===== config.mk =====
export PLATFORM = sky130hd
export DESIGN_NAME = warp_rr_arbiter
export DESIGN_NICKNAME = d
export VERILOG_FILES = /design/src/rtl/warp_rr_arbiter.sv
export SDC_FILE = /design/constraint.sdc
export NUM_CORES = 1
export LEC_CHECK = 0
export ABC_AREA = 1
export CAP_MARGIN = 20
export CORE_AREA = 2 2 131 133
export CTS_CLUSTER_DIAMETER = 40
export DETAILED_ROUTE_END_ITERATION = 16
export DIE_AREA = 0 0 133 135
export GPL_TIMING_DRIVEN = 1
export PLACE_DENSITY_LB_ADDON = 0.05
export SYNTH_ARGS = -nofsm -noshare
export SYNTH_HDL_FRONTEND = slang
export SYNTH_SLANG_ARGS = --single-unit
export TNS_END_PERCENT = 5

===== constraint.sdc =====
create_clock -name i_clk -period 4 [get_ports i_clk]
set_input_delay 1 -clock i_clk [delete_from_list [all_inputs] [get_ports i_clk]]
set_output_delay 1 -clock i_clk [all_outputs]
set_load 0.03 [all_outputs]

===== src/rtl/warp_rr_arbiter.sv =====
// Round-robin arbiter merging NUM_REQ ready/valid requesters onto one registered
// output channel; a requester holds the grant until its last beat is accepted.
module warp_rr_arbiter #(
  parameter int NUM_REQ  = 4,
  parameter int WIDTH    = 64,
  parameter int ID_WIDTH = $clog2(NUM_REQ)
) (
  input  logic                     i_clk,
  input  logic                     i_rst_n,
  input  logic [NUM_REQ-1:0]       i_req_valid,
  output logic [NUM_REQ-1:0]       o_req_ready,
  input  logic [NUM_REQ*WIDTH-1:0] i_req_data,
  input  logic [NUM_REQ-1:0]       i_req_last,
  output logic                     o_out_valid,
  input  logic                     i_out_ready,
  output logic [WIDTH-1:0]         o_out_data,
  output logic                     o_out_last,
  output logic [ID_WIDTH-1:0]      o_out_id
);

  typedef enum logic {IDLE = 1'b0, LOCKED = 1'b1} state_t;

  localparam logic [ID_WIDTH:0]   NUM_REQ_EXT = (ID_WIDTH+1)'(NUM_REQ);
  localparam logic [ID_WIDTH-1:0] LAST_IDX    = ID_WIDTH'(NUM_REQ - 1);

  state_t              state_reg, state_next;
  logic [ID_WIDTH-1:0] ptr_reg, ptr_next;
  logic [ID_WIDTH-1:0] owner_reg, owner_next;

  logic                out_valid_reg;
  logic [WIDTH-1:0]    out_data_reg;
  logic                out_last_reg;
  logic [ID_WIDTH-1:0] out_id_reg;

  logic [WIDTH-1:0]    req_data_arr [NUM_REQ];
  logic                cand_found;
  logic [ID_WIDTH-1:0] cand_idx;
  logic [ID_WIDTH:0]   scan_idx;
  logic                can_load;
  logic                grant_valid;
  logic [ID_WIDTH-1:0] grant_idx;
  logic                grant_last;
  logic                accept;

  // Increment that wraps at NUM_REQ-1 so non-power-of-two counts stay in range.
  function automatic logic [ID_WIDTH-1:0] wrap_inc(input logic [ID_WIDTH-1:0] idx);
    return (idx == LAST_IDX) ? '0 : idx + 1'b1;
  endfunction

  for (genvar gi = 0; gi < NUM_REQ; gi++) begin : g_req
    assign req_data_arr[gi] = i_req_data[gi*WIDTH +: WIDTH];
    assign o_req_ready[gi]  = accept && (grant_idx == ID_WIDTH'(gi));
  end

  // First valid requester scanning ptr, ptr+1, ... with wrap at NUM_REQ.
  always_comb begin
    cand_found = 1'b0;
    cand_idx   = '0;
    scan_idx   = '0;
    for (int i = 0; i < NUM_REQ; i++) begin
      scan_idx = {1'b0, ptr_reg} + (ID_WIDTH+1)'(i);
      if (scan_idx >= NUM_REQ_EXT) begin
        scan_idx = scan_idx - NUM_REQ_EXT;
      end
      if (!cand_found && i_req_valid[scan_idx[ID_WIDTH-1:0]]) begin
        cand_found = 1'b1;
        cand_idx   = scan_idx[ID_WIDTH-1:0];
      end
    end
  end

  always_ff @(posedge i_clk or negedge i_rst_n) begin
    if (!i_rst_n) begin
      state_reg <= IDLE;
      ptr_reg   <= '0;
      owner_reg <= '0;
    end else begin
      state_reg <= state_next;
      ptr_reg   <= ptr_next;
      owner_reg <= owner_next;
    end
  end

  always_comb begin
    state_next = state_reg;
    ptr_next   = ptr_reg;
    owner_next = owner_reg;
    if (state_reg == IDLE) begin
      if (accept) begin
        if (grant_last) begin
          ptr_next = wrap_inc(grant_idx);
        end else begin
          state_next = LOCKED;
          owner_next = grant_idx;
        end
      end
    end else if (accept && grant_last) begin
      state_next = IDLE;
      ptr_next   = wrap_inc(owner_reg);
    end
  end

  // While locked only the owner may win, even if it is momentarily idle.
  always_comb begin
    can_load = !out_valid_reg || i_out_ready;
    if (state_reg == IDLE) begin
      grant_idx   = cand_idx;
      grant_valid = cand_found;
    end else begin
      grant_idx   = owner_reg;
      grant_valid = i_req_valid[owner_reg];
    end
    grant_last = i_req_last[grant_idx];
    accept     = grant_valid && can_load;
  end

  always_ff @(posedge i_clk or negedge i_rst_n) begin
    if (!i_rst_n) begin
      out_valid_reg <= 1'b0;
      out_data_reg  <= '0;
      out_last_reg  <= 1'b0;
      out_id_reg    <= '0;
    end else if (accept) begin
      out_valid_reg <= 1'b1;
      out_data_reg  <= req_data_arr[grant_idx];
      out_last_reg  <= grant_last;
      out_id_reg    <= grant_idx;
    end else if (i_out_ready) begin
      out_valid_reg <= 1'b0;
    end
  end

  assign o_out_valid = out_valid_reg;
  assign o_out_data  = out_data_reg;
  assign o_out_last  = out_last_reg;
  assign o_out_id    = out_id_reg;

`ifdef WARP_FORMAL
  a_ready_onehot: assert property (@(posedge i_clk) disable iff (!i_rst_n)
    $onehot0(o_req_ready));
  a_ready_valid: assert property (@(posedge i_clk) disable iff (!i_rst_n)
    (o_req_ready & ~i_req_valid) == '0);
  a_hold: assert property (@(posedge i_clk) disable iff (!i_rst_n)
    (o_out_valid && !i_out_ready) |=> (o_out_valid && $stable(o_out_data)
      && $stable(o_out_last) && $stable(o_out_id)));
  a_ptr_range: assert property (@(posedge i_clk) disable iff (!i_rst_n)
    ({1'b0, ptr_reg} < NUM_REQ_EXT) && ({1'b0, owner_reg} < NUM_REQ_EXT));
  c_lock: cover property (@(posedge i_clk) state_reg == IDLE && state_next == LOCKED);
  c_unlock: cover property (@(posedge i_clk) state_reg == LOCKED && state_next == IDLE);
  c_wrap: cover property (@(posedge i_clk) ptr_reg == LAST_IDX && ptr_next == '0 && accept);
`endif

endmodule


# ---- After elaboration in Yosys (flattened, before gate mapping)
# Index checks and enable logic that the tools add are counted.
dict set report totals {
  inputBits 267
  regBits 73
  elab_cells 96
}
dict set report classes {
  n_eq_ne 5
  order_cmp 11
  mux 41
  n_reduce_logical 20
  bitwise 3
  n_addsub 9
}
# cell count
set op_table {}
lappend op_table {{binary-select mux 64 bit (select 2 bit)} 1}
lappend op_table {{2-to-1 mux 64 bit} 2}
lappend op_table {{2-to-1 mux 2 bit} 15}
lappend op_table {{less-than comparator 2 x 3 -> 1 bit (second input constant)} 6}
lappend op_table {{2-to-1 mux 1 bit} 17}
lappend op_table {{binary-select mux 1 bit (select 2 bit)} 6}
lappend op_table {{greater-or-equal comparator 3 bit (second input constant)} 4}
lappend op_table {{logical AND 1 bit} 9}
lappend op_table {{subtractor 2 x 1 -> 2 bit (second input constant)} 4}
lappend op_table {{adder 2 x 2 -> 3 bit (second input constant)} 2}
lappend op_table {{equality test 2 bit (second input constant)} 3}
lappend op_table {{AND reduction 3 bit} 2}
lappend op_table {{nonzero test 2 bit} 3}
lappend op_table {{adder 2 x 1 -> 2 bit (second input constant)} 2}
lappend op_table {{logical NOT 1 bit} 4}
lappend op_table {{adder 2 x 1 -> 3 bit (second input constant)} 1}
lappend op_table {{greater-or-equal comparator 2 x 3 -> 1 bit (second input constant)} 1}
lappend op_table {{inverter 2 -> 3 bit} 1}
lappend op_table {{equality test 2 x 1 -> 1 bit (second input constant)} 1}
lappend op_table {{logical NOT 2 bit} 1}
lappend op_table {{!= test 2 x 1 -> 1 bit (second input constant)} 1}
lappend op_table {{inverter 1 bit} 2}
lappend op_table {{logical OR 1 bit} 1}

# ---- Longest topological paths before layout
# Gate-level depths: netlist of the first run.
dict set report logic_depth {
  depth_word 20
  depth_mapped 19
}

# ---- Least setup slack after synthesis of the first run
# Ideal clock, no wire load.
dict set report synth_timing {
  path_kind {input to output}
  from {input port i_req_valid[1]}
  to {output port o_req_ready[3]}
  required_time_ns 3.000
  t_arrival_ns 2.824
  path_slack_ns 0.176
  path_buffers 2
  path_stages 16
  cell_sequence {inv_1 nand2_1 nand3_1 nand2_2 nor2_4 nand3_2 nand2_1 nand2_1 nand2_2 nand2_4 buf_6 inv_2 buf_2 ha_1 inv_1 nor2_1}
}
dict set report synth_between {
  elab_chain_cells 15
  elab_cells_between_ends 29
  classes_between {eq/ne (1); mux (20); reduce/logical (8)}
}
# item line
set synth_lines {}
lappend synth_lines {{start, declared} 10} ;# input logic [NUM_REQ-1:0] i_req_valid,
lappend synth_lines {{binary-select mux 1 bit (select 2 bit)} 65} ;# if (!cand_found && i_req_valid[scan_idx[ID_WIDTH-1:0]]) begin
lappend synth_lines {{2-to-1 mux 1 bit (implied by the code)} 65}
lappend synth_lines {{2-to-1 mux 1 bit} 65}
lappend synth_lines {{logical NOT 1 bit} 65}
lappend synth_lines {{logical AND 1 bit} 65}
lappend synth_lines {{2-to-1 mux 1 bit} 65}
lappend synth_lines {{logical NOT 1 bit} 65}
lappend synth_lines {{logical AND 1 bit} 65}
lappend synth_lines {{2-to-1 mux 1 bit} 65}
lappend synth_lines {{logical NOT 1 bit} 65}
lappend synth_lines {{logical AND 1 bit} 65}
lappend synth_lines {{2-to-1 mux 2 bit *} 65}
lappend synth_lines {{2-to-1 mux 2 bit *} 106} ;# if (state_reg == IDLE) begin
lappend synth_lines {{net grant_idx[0]} 41} ;# logic [ID_WIDTH-1:0] grant_idx;
lappend synth_lines {{equality test 2 bit *} 52} ;# assign o_req_ready[gi] = accept && (grant_idx == ID_WIDTH'(gi));
lappend synth_lines {{logical AND 1 bit *} 52}
lappend synth_lines {{end, declared} 11} ;# output logic [NUM_REQ-1:0] o_req_ready,
# Mark *: on every way through the listed nets, which the timed path passes. The rest lies on a longest branch. The select of a mux whose other input is x is not followed.

# ---- Worst setup path in the final report of the first run
dict set report layout_timing {
  from {input port i_req_valid[2]}
  to {output port o_req_ready[3]}
}
dict set report layout_between {
  elab_chain_cells 15
  elab_cells_between_ends 29
  classes_between {eq/ne (1); mux (20); reduce/logical (8)}
}
# item line
set layout_lines {}
lappend layout_lines {{binary-select mux 1 bit (select 2 bit)} 65}
lappend layout_lines {{2-to-1 mux 1 bit (implied by the code)} 65}
lappend layout_lines {{2-to-1 mux 1 bit} 65}
lappend layout_lines {{logical NOT 1 bit} 65}
lappend layout_lines {{logical AND 1 bit} 65}
lappend layout_lines {{2-to-1 mux 1 bit} 65}
lappend layout_lines {{logical NOT 1 bit} 65}
lappend layout_lines {{logical AND 1 bit} 65}
lappend layout_lines {{2-to-1 mux 1 bit} 65}
lappend layout_lines {{logical NOT 1 bit} 65}
lappend layout_lines {{logical AND 1 bit} 65}
lappend layout_lines {{2-to-1 mux 2 bit or 2-to-1 mux 1 bit (tied branches)} 65}
lappend layout_lines {{2-to-1 mux 2 bit or 2-to-1 mux 1 bit (tied branches)} 106}
lappend layout_lines {{equality test 2 bit or logical AND 1 bit (tied branches)} {52, 114}}
lappend layout_lines {{logical AND 1 bit *} 52}
# Every way passes the cells marked *; elsewhere a longest branch is shown, timed or not. The select of a mux whose other input is x is not followed.

==> metrics.md, run 1 <==
| Metric | Value |
|---|---|
| Status | finished clean |
| Initial Util | 0.3628 |
| Row cnt | 47 |
| Final ANT Viol Nets | 0 |
| Critical path class | input port to output pin |
| Critical path's slowest cell | clkdlybuf4s50_1 |
| Critical path arrival | about 2.9 ns |
| Most used cell, CP | nand2_1 |
| Commonest cells post-synth | nand2_1, inv_1, nand3_1 |
| Worst Hold Path Cells | 2 |
| Worst setup margin | 0.1355 ns |
| Reg clk slew, reported paths | 0.06 ns |
| Worst reg-to-reg path cell count | 16 |
| H-tree lvl count | 3 |
| First-pass GRT wire length | about 36 mm |
| Layout cell share with drive strength beyond 1 | 0.04398 |
| Max-capacitance violation count | 0 |
| Ys Warns | 0 |
| Post-Route WL | 23.19 mm |
| Sequential fraction of the synthesis area | 0.3069 |
| Clk root buf | clkbuf_16 |
| GRT Util Overall | 0.2554 |
| Fin nets | around 1.6k |
| Register bit total from synthesis | 73 |
| Min-delay src | o_out_data[7] |
| DRC viols | 0 |
| Count leader, synth | nand2_1 |
| Final Hold Viols | 0 |
| Multi-input logic area | 0.003329 mm2 |
| PwrDens | 865.9 mW/mm2 |
| Vias in the first global route | 6756 |
| Critical Path Start | i_req_valid[2] |
| Largest area contributor in the netlist | dfrtp_1 |
| Synth top area cells | dfrtp_1, nand2_1, inv_1, nand3_1, nand3b_1 |
| Crit share post-route | 0.9661 |
| Max Freq | approximately 0.26 GHz |
| Slew margin rel. | 0.3161 |
| CP max stage delay | 0.44 ns |
| RSZ-0062 raised after global routing | true |
| CTS Sinks | 73 |
| Grt total ovfl | 0 |
| Buffers & Inverters on Critical Path | 5 |
| Ys async rst share | 1.000 |
| Detailed Routing Iterations Pass 1 | 5 |
| DIE AREA | 0.01796 mm2 |
| Setup Skew | between 0.007 and 0.008 ns |
| Worst r2r src | ptr_reg[0] |
| CTS Hold Bufs | 0 |
| Netlist cell types | 25 |
| Final Wtd Congestion | 0.8706 |
| Crit path cell chain | clkdlybuf4s50_1 > inv_1 > nand2_1 > nand3_2 > nand2_2 > nor2_4 > nand3_2 > nand2_1 > nand2_1 > nand2_2 > nand2_8 > inv_4 > ha_2 > inv_1 > nor2_1 > buf_4 |
| Synth-to-Final Area Change | 63.93% |
| Top FF cell, synth | dfrtp_1 |
| Mapped Nets | 1257 |
| Vias | 7113 |
| CTS Buf Count | 9 |
| Leak | 4.841 nW |
| Worst-case clock buffer depth | 2 |
| Number of flops mapped to enable cells by yosys | 0 |
| Final setup viols | 0 |
| Worst hold path class | flop to flop |
| Drt wl/cell | 15.30 um |
| Clk_lat worst skew | ~0.34 ns |
| Largest net degree at the start of global routing | 109 |
| CTS tree | built |
| Endpoint type of the worst setup path | output pin |
| Hold endpoint | o_out_data[7] |
| Crit Path Max Fanout | 5 |
| Antenna violations before repair | 0 |
| Die Width | 133 um |
| CP top delay family | simple AND/OR/NAND/NOR gates |
| N_diodes | 0 |
| Die height | around 140 um |
| Period minus WS final | 3.864 ns |
| I/O Buffers | 338 |
| Critical Path RT | 3.00 ns |
| Critical Path Start Type | input port |
| Post-Synthesis Cells | ~990 |
| Worst-Margin Slew | a little over 1 ns |
| Synth top area share | 0.3069 |
| Slew Viols, Final | 0 |
| Worst VDD drop | 0.7099 mV |
| Syn_area_per_cell | 6.044 um2 |
| DP HPWL | 16.88 mm |
| Core region area | 0.01641 mm2 |
| Initial detailed-routing violation count | 350 |
| Max FFs per register | 64 |
| Post-Syn Area | 0.005953 mm2 |
| Worst reg2reg setup slack | 1.04 ns |
| FF-to-FF End | ptr_reg[0] |
| Post-DR vias/cell | 4.692 |
| Top Ports | 339 |
| Fillers | between 1.5k and 2k |
| FF/Latch Area | 0.001827 mm2 |
| Total chip power | around 8.5 mW |
| Dpl ws | ~0.055 ns |
[tightest hold or removal path: stages (launching register included)]
cell	delay, ns
dfrtp_1	0.34
nand2_1	0.06
nand2_1	0.05
[placed cells by master, fill, tap and decap left out, types with 2 or more instances in the layout]
master	Yosys	routed
a21oi_1	2	2
nand3b_1	55	55
inv_1	128	126
clkbuf_1	20	2
o21ai_1	55	55
clkbuf_8	0	3
o21ai_0	5	5
o211ai_1	20	20
nand2_2	3	4
nor2_1	63	62
ha_1	5	4
nand2_1	400	398
inv_2	4	4
clkdlybuf4s50_1	0	333
inv_4	0	2
nand3_2	1	3
clkbuf_16	0	9
buf_4	3	22
nand3_1	84	82
or2_1	20	20
nor2_2	2	3
dfrtp_1	73	73
[per-stage QoR]
step | instances | area, um2 | hold slack [ns] | util | TNS, ns
finish | 1516 | 9759 | 0.4771 | 0.5948 | 0
global route | 1516 | 9759 | 0.5064 | 0.5948 | -0.05762
CTS | 1516 | 9734 | 0.4807 | 0.5933 | 0
detailed placement | 1500 | 9425 | 0.4640 | 0.5745 | 0
global placement | 1500 | 9425 | 0.4609 | 0.5745 | 0
floorplan | 985 | 5953 | 0.5021 | - | 0
[where the power goes]
part,internal [mW],leakage [nW],total [mW],switching (mW)
Sequential,1.15,0.888,1.40,0.246
Clock,0.534,0.153,0.851,0.317
Combinational,2.24,3.80,6.20,3.96
[area by class of cell]
cell class	instances	area share
multi-input cells	719	0.3412
repair buffers	356	0.3605
well taps	220	0.02821
flip-flops and latches	73	0.1872
clock inverters	2	0.003590
inverters	132	0.05128
clock buffers	14	0.02808
[how the worst max path moves through the flow]
| stage | depth (start not counted) | end | slack [ns] |
|---|---|---|---|
| 5_1_grt | 16 | o_req_ready[0] | -0.02 |
| 3_3_place_gp | 16 | o_req_ready[3] | 0.12 |
| 4_1_cts | 16 | o_req_ready[3] | 0.05 |
| 3_5_place_dp | 16 | o_req_ready[3] | 0.06 |
| 2_1_floorplan | 16 | o_req_ready[3] | 0.18 |
| 6_report | 16 | o_req_ready[3] | 0.14 |
[metal layers]
layer / track usage / vias to the layer above / share of wire
li1: - / 3638 / -
met5: 0 / - / 0
met2: 0.4542 / 242 / 0.49
met3: 0.06194 / 33 / 0.077
met4: 0.09319 / 0 / 0.025
met1: 0.2994 / 3200 / 0.41
[what timing repair did]
item,CTS,global route
resized for setup,0,8
endpoints found under the setup margin,0,4
hold endpoints to repair,0,0
setup buffers,0,0
[cell families after synthesis]
family                     count (synthesis)  share of synthesized area
AOI/OAI and AO/OA                         84                    0.07944
adders and majority gates                  5                    0.01051
buffers and inverters                    193                     0.1396
DFF                                       73                     0.3069
and+or+nand+nor                          630                     0.4636
(Power assumes the default switching activity.)
==> inputs of run 2 (changes only) <==
--- a/config.mk
+++ b/config.mk
@@ -12,7 +12,7 @@
 export DETAILED_ROUTE_END_ITERATION = 16
 export DIE_AREA = 0 0 133 135
 export GPL_TIMING_DRIVEN = 1
-export PLACE_DENSITY_LB_ADDON = 0.05
+export PLACE_DENSITY = 0.72
 export SYNTH_ARGS = -nofsm -noshare
 export SYNTH_HDL_FRONTEND = slang
 export SYNTH_SLANG_ARGS = --single-unit
==> run 2 against run 1 <==
First-iteration DRC count increased by 18%. Clock power decreased by 14%. Global-route usage decreased by 1.2 points. Maximum frequency increased by 0.25%. Final cell count decreased by 0.33%. Via count increased by 0.35%. Largest cell class unchanged.
==> metrics.md, run 2 (synthesis results as in run 1) <==
| Metric | Value |
|---|---|
| Worst reg-to-reg path cell count | 16 |
| PwrDens | 853.1 mW/mm2 |
| I/O Buffers | between 300 and 400 |
| Largest net degree at the start of global routing | 75 |
| Post_cts resized | 0 |
| Detailed Routing Iterations Pass 1 | 5 |
| Die height | 135 um |
| Fillers | 1582 |
| First-pass GRT wire length | between 30 and 40 mm |
| Post-Route WL | 22.35 mm |
| Vias in the first global route | 6682 |
| Final Hold Viols | 0 |
| Worst-case clock buffer depth | 2 |
| CTS Sinks | 73 |
| Worst r2r src | ptr_reg[0] |
| Most common cell after layout, fill and taps aside | nand2_1 |
| Max Freq | ~0.26 GHz |
| Post-DR vias/cell | between 4 and 5 |
| Initial detailed-routing violation count | approximately 410 |
| Final setup viols | 0 |
| Worst Hold Path Cells | 2 |
| Setup Skew | 0.003166 ns |
| Worst VDD drop | 0.6456 mV |
| Reg clk slew, reported paths | 0.05 ns |
| Critical path arrival | 2.85 ns |
| Core region area | 0.01641 mm2 |
| Endpoint type of the worst setup path | output pin |
| Sequential Power Share | 0.168 |
| Final ANT Viol Nets | 0 |
| Synth-to-Final Area Change | 62.42% |
| Grt total ovfl | 0 |
| Critical Path Start Type | input port |
| Slew margin rel. | 0.3634 |
| FF-to-FF End | o_out_data[7] |
| Antenna violations before repair | 1 |
| Top Ports | 339 |
| Clk_lat worst skew | 0.33 ns |
| Crit share post-route | 0.9637 |
| CTS Buf Count | 9 |
| Die Width | approximately 130 um |
| H-tree lvl count | 3 |
| GRT Util Overall | 0.2435 |
| CTS Hold Bufs | 0 |
| WHS | 0.4752 ns |
| Critical path class | input port to output pin |
| Vias | 7138 |
| DRC viols | 0 |
| Clk root buf | clkbuf_16 |
| Min-delay src | o_out_data[27] |
| CTS tree | built |
| Crit Path Max Fanout | 6 |
| P_sw | roughly 4.5 mW |
| Critical Path RT | 3.00 ns |
| Fin nets | 1559 |
| Setup TNS | 0 ns |
| Internal power | 3.781 mW |
| Multi-input logic area | ~0.0033 mm2 |
| Max-capacitance violation count | 0 |
| Row cnt | 47 |
| Layout cell share with drive strength beyond 1 | 0.04031 |
| Critical Path Start | i_req_valid[1] |
| Switch share | 0.5417 |
| Most frequent cells in the layout | nand2_1, clkdlybuf4s50_1, inv_1 |
| Slew Viols, Final | 0 |
| Clock Power Share | 0.089 |
| Worst hold path class | flop to flop |
| DP HPWL | 16.31 mm |
| DIE AREA | 0.01796 mm2 |
| Worst-Margin Slew | 0.9549 ns |
| Comb power frac | 0.743 |
| Initial Util | 0.3628 |
| FF/Latch Area | 0.001827 mm2 |
| Post CTS Setup Buffer Count | 0 |
| Drt wl/cell | ~15 um |
| Period minus WS final | just under 4 ns |
| Worst reg2reg setup slack | approximately 1.2 ns |
| Crit path capture | o_req_ready[3] |
| Leak | just under 5 nW |
| Max FFs per register | 64 |
| Final Wtd Congestion | ~0.90 |
| Status | finished clean |
-- run 2: per-layer routing --
metal	global-route usage	share of wire	vias to the layer above
met5	0	0	-
met4	0.08423	0.024	0
met3	0.06456	0.080	32
met2	0.4352	0.49	262
met1	0.2822	0.41	3209
li1	-	-	3635
-- run 2: power groups by stage --
stage               Sequential [mW]  Combinational [mW]  Clock (mW)
floorplan                      2.04                3.60           0
global placement               1.38                6.07           0
detailed placement             1.39                6.14           0
CTS                            1.39                6.16       0.760
global route                   1.44                6.81       0.795
finish                         1.39                6.13       0.735
-- run 2: stage by stage --
stage	util	setup slack (ns)	total power [mW]	instances	area, um2
2_1_floorplan	-	0.1756	5.644	985	5953
3_3_place_gp	0.5719	0.1519	7.456	1496	9383
3_5_place_dp	0.5719	0.08035	7.534	1496	9383
4_1_cts	0.5880	0.08314	8.307	1510	9647
5_1_grt	0.5893	-0.01645	9.043	1511	9669
6_report	0.5893	0.1450	8.249	1511	9669
-- run 2: layout make-up --
cell class | count | area share
repair buffers | 352 | 0.3602
multi-input cells | 719 | 0.3436
flip-flops and latches | 73 | 0.1889
inverters | 132 | 0.05124
well taps | 220 | 0.02847
clock buffers | 14 | 0.02730
diodes | 1 | 0.0002588
-- run 2: worst min-delay path by stage --
stage / slack, ns / to
4_1_cts: 0.48 / o_out_data[63]
6_report: 0.48 / o_out_data[27]
5_1_grt: 0.50 / o_out_data[61]
3_5_place_dp: 0.46 / o_out_data[34]
3_3_place_gp: 0.46 / o_out_data[37]
2_1_floorplan: 0.50 / owner_reg[1]
-- run 2: critical path: stages --
cell and delay [ns]:
clkdlybuf4s50_1 0.43, inv_2 0.08, nand2_1 0.08, nand3_1 0.12, nand2_1 0.11, inv_2 0.09, nand3_2 0.08, nand2_1 0.07
nand2_1 0.06, nand2_2 0.11, nand2_8 0.08, inv_2 0.08, ha_2 0.18, inv_1 0.04, nor2_1 0.08, buf_4 0.17
==> inputs of run 3 (changes only) <==
--- a/config.mk
+++ b/config.mk
@@ -9,6 +9,7 @@
 export CAP_MARGIN = 20
 export CORE_AREA = 2 2 131 133
 export CTS_CLUSTER_DIAMETER = 40
+export CTS_CLUSTER_SIZE = 30
 export DETAILED_ROUTE_END_ITERATION = 16
 export DIE_AREA = 0 0 133 135
 export GPL_TIMING_DRIVEN = 1
==> results of run 3 <==
The final DEF is identical to that of run 2; final timing and power are the same.
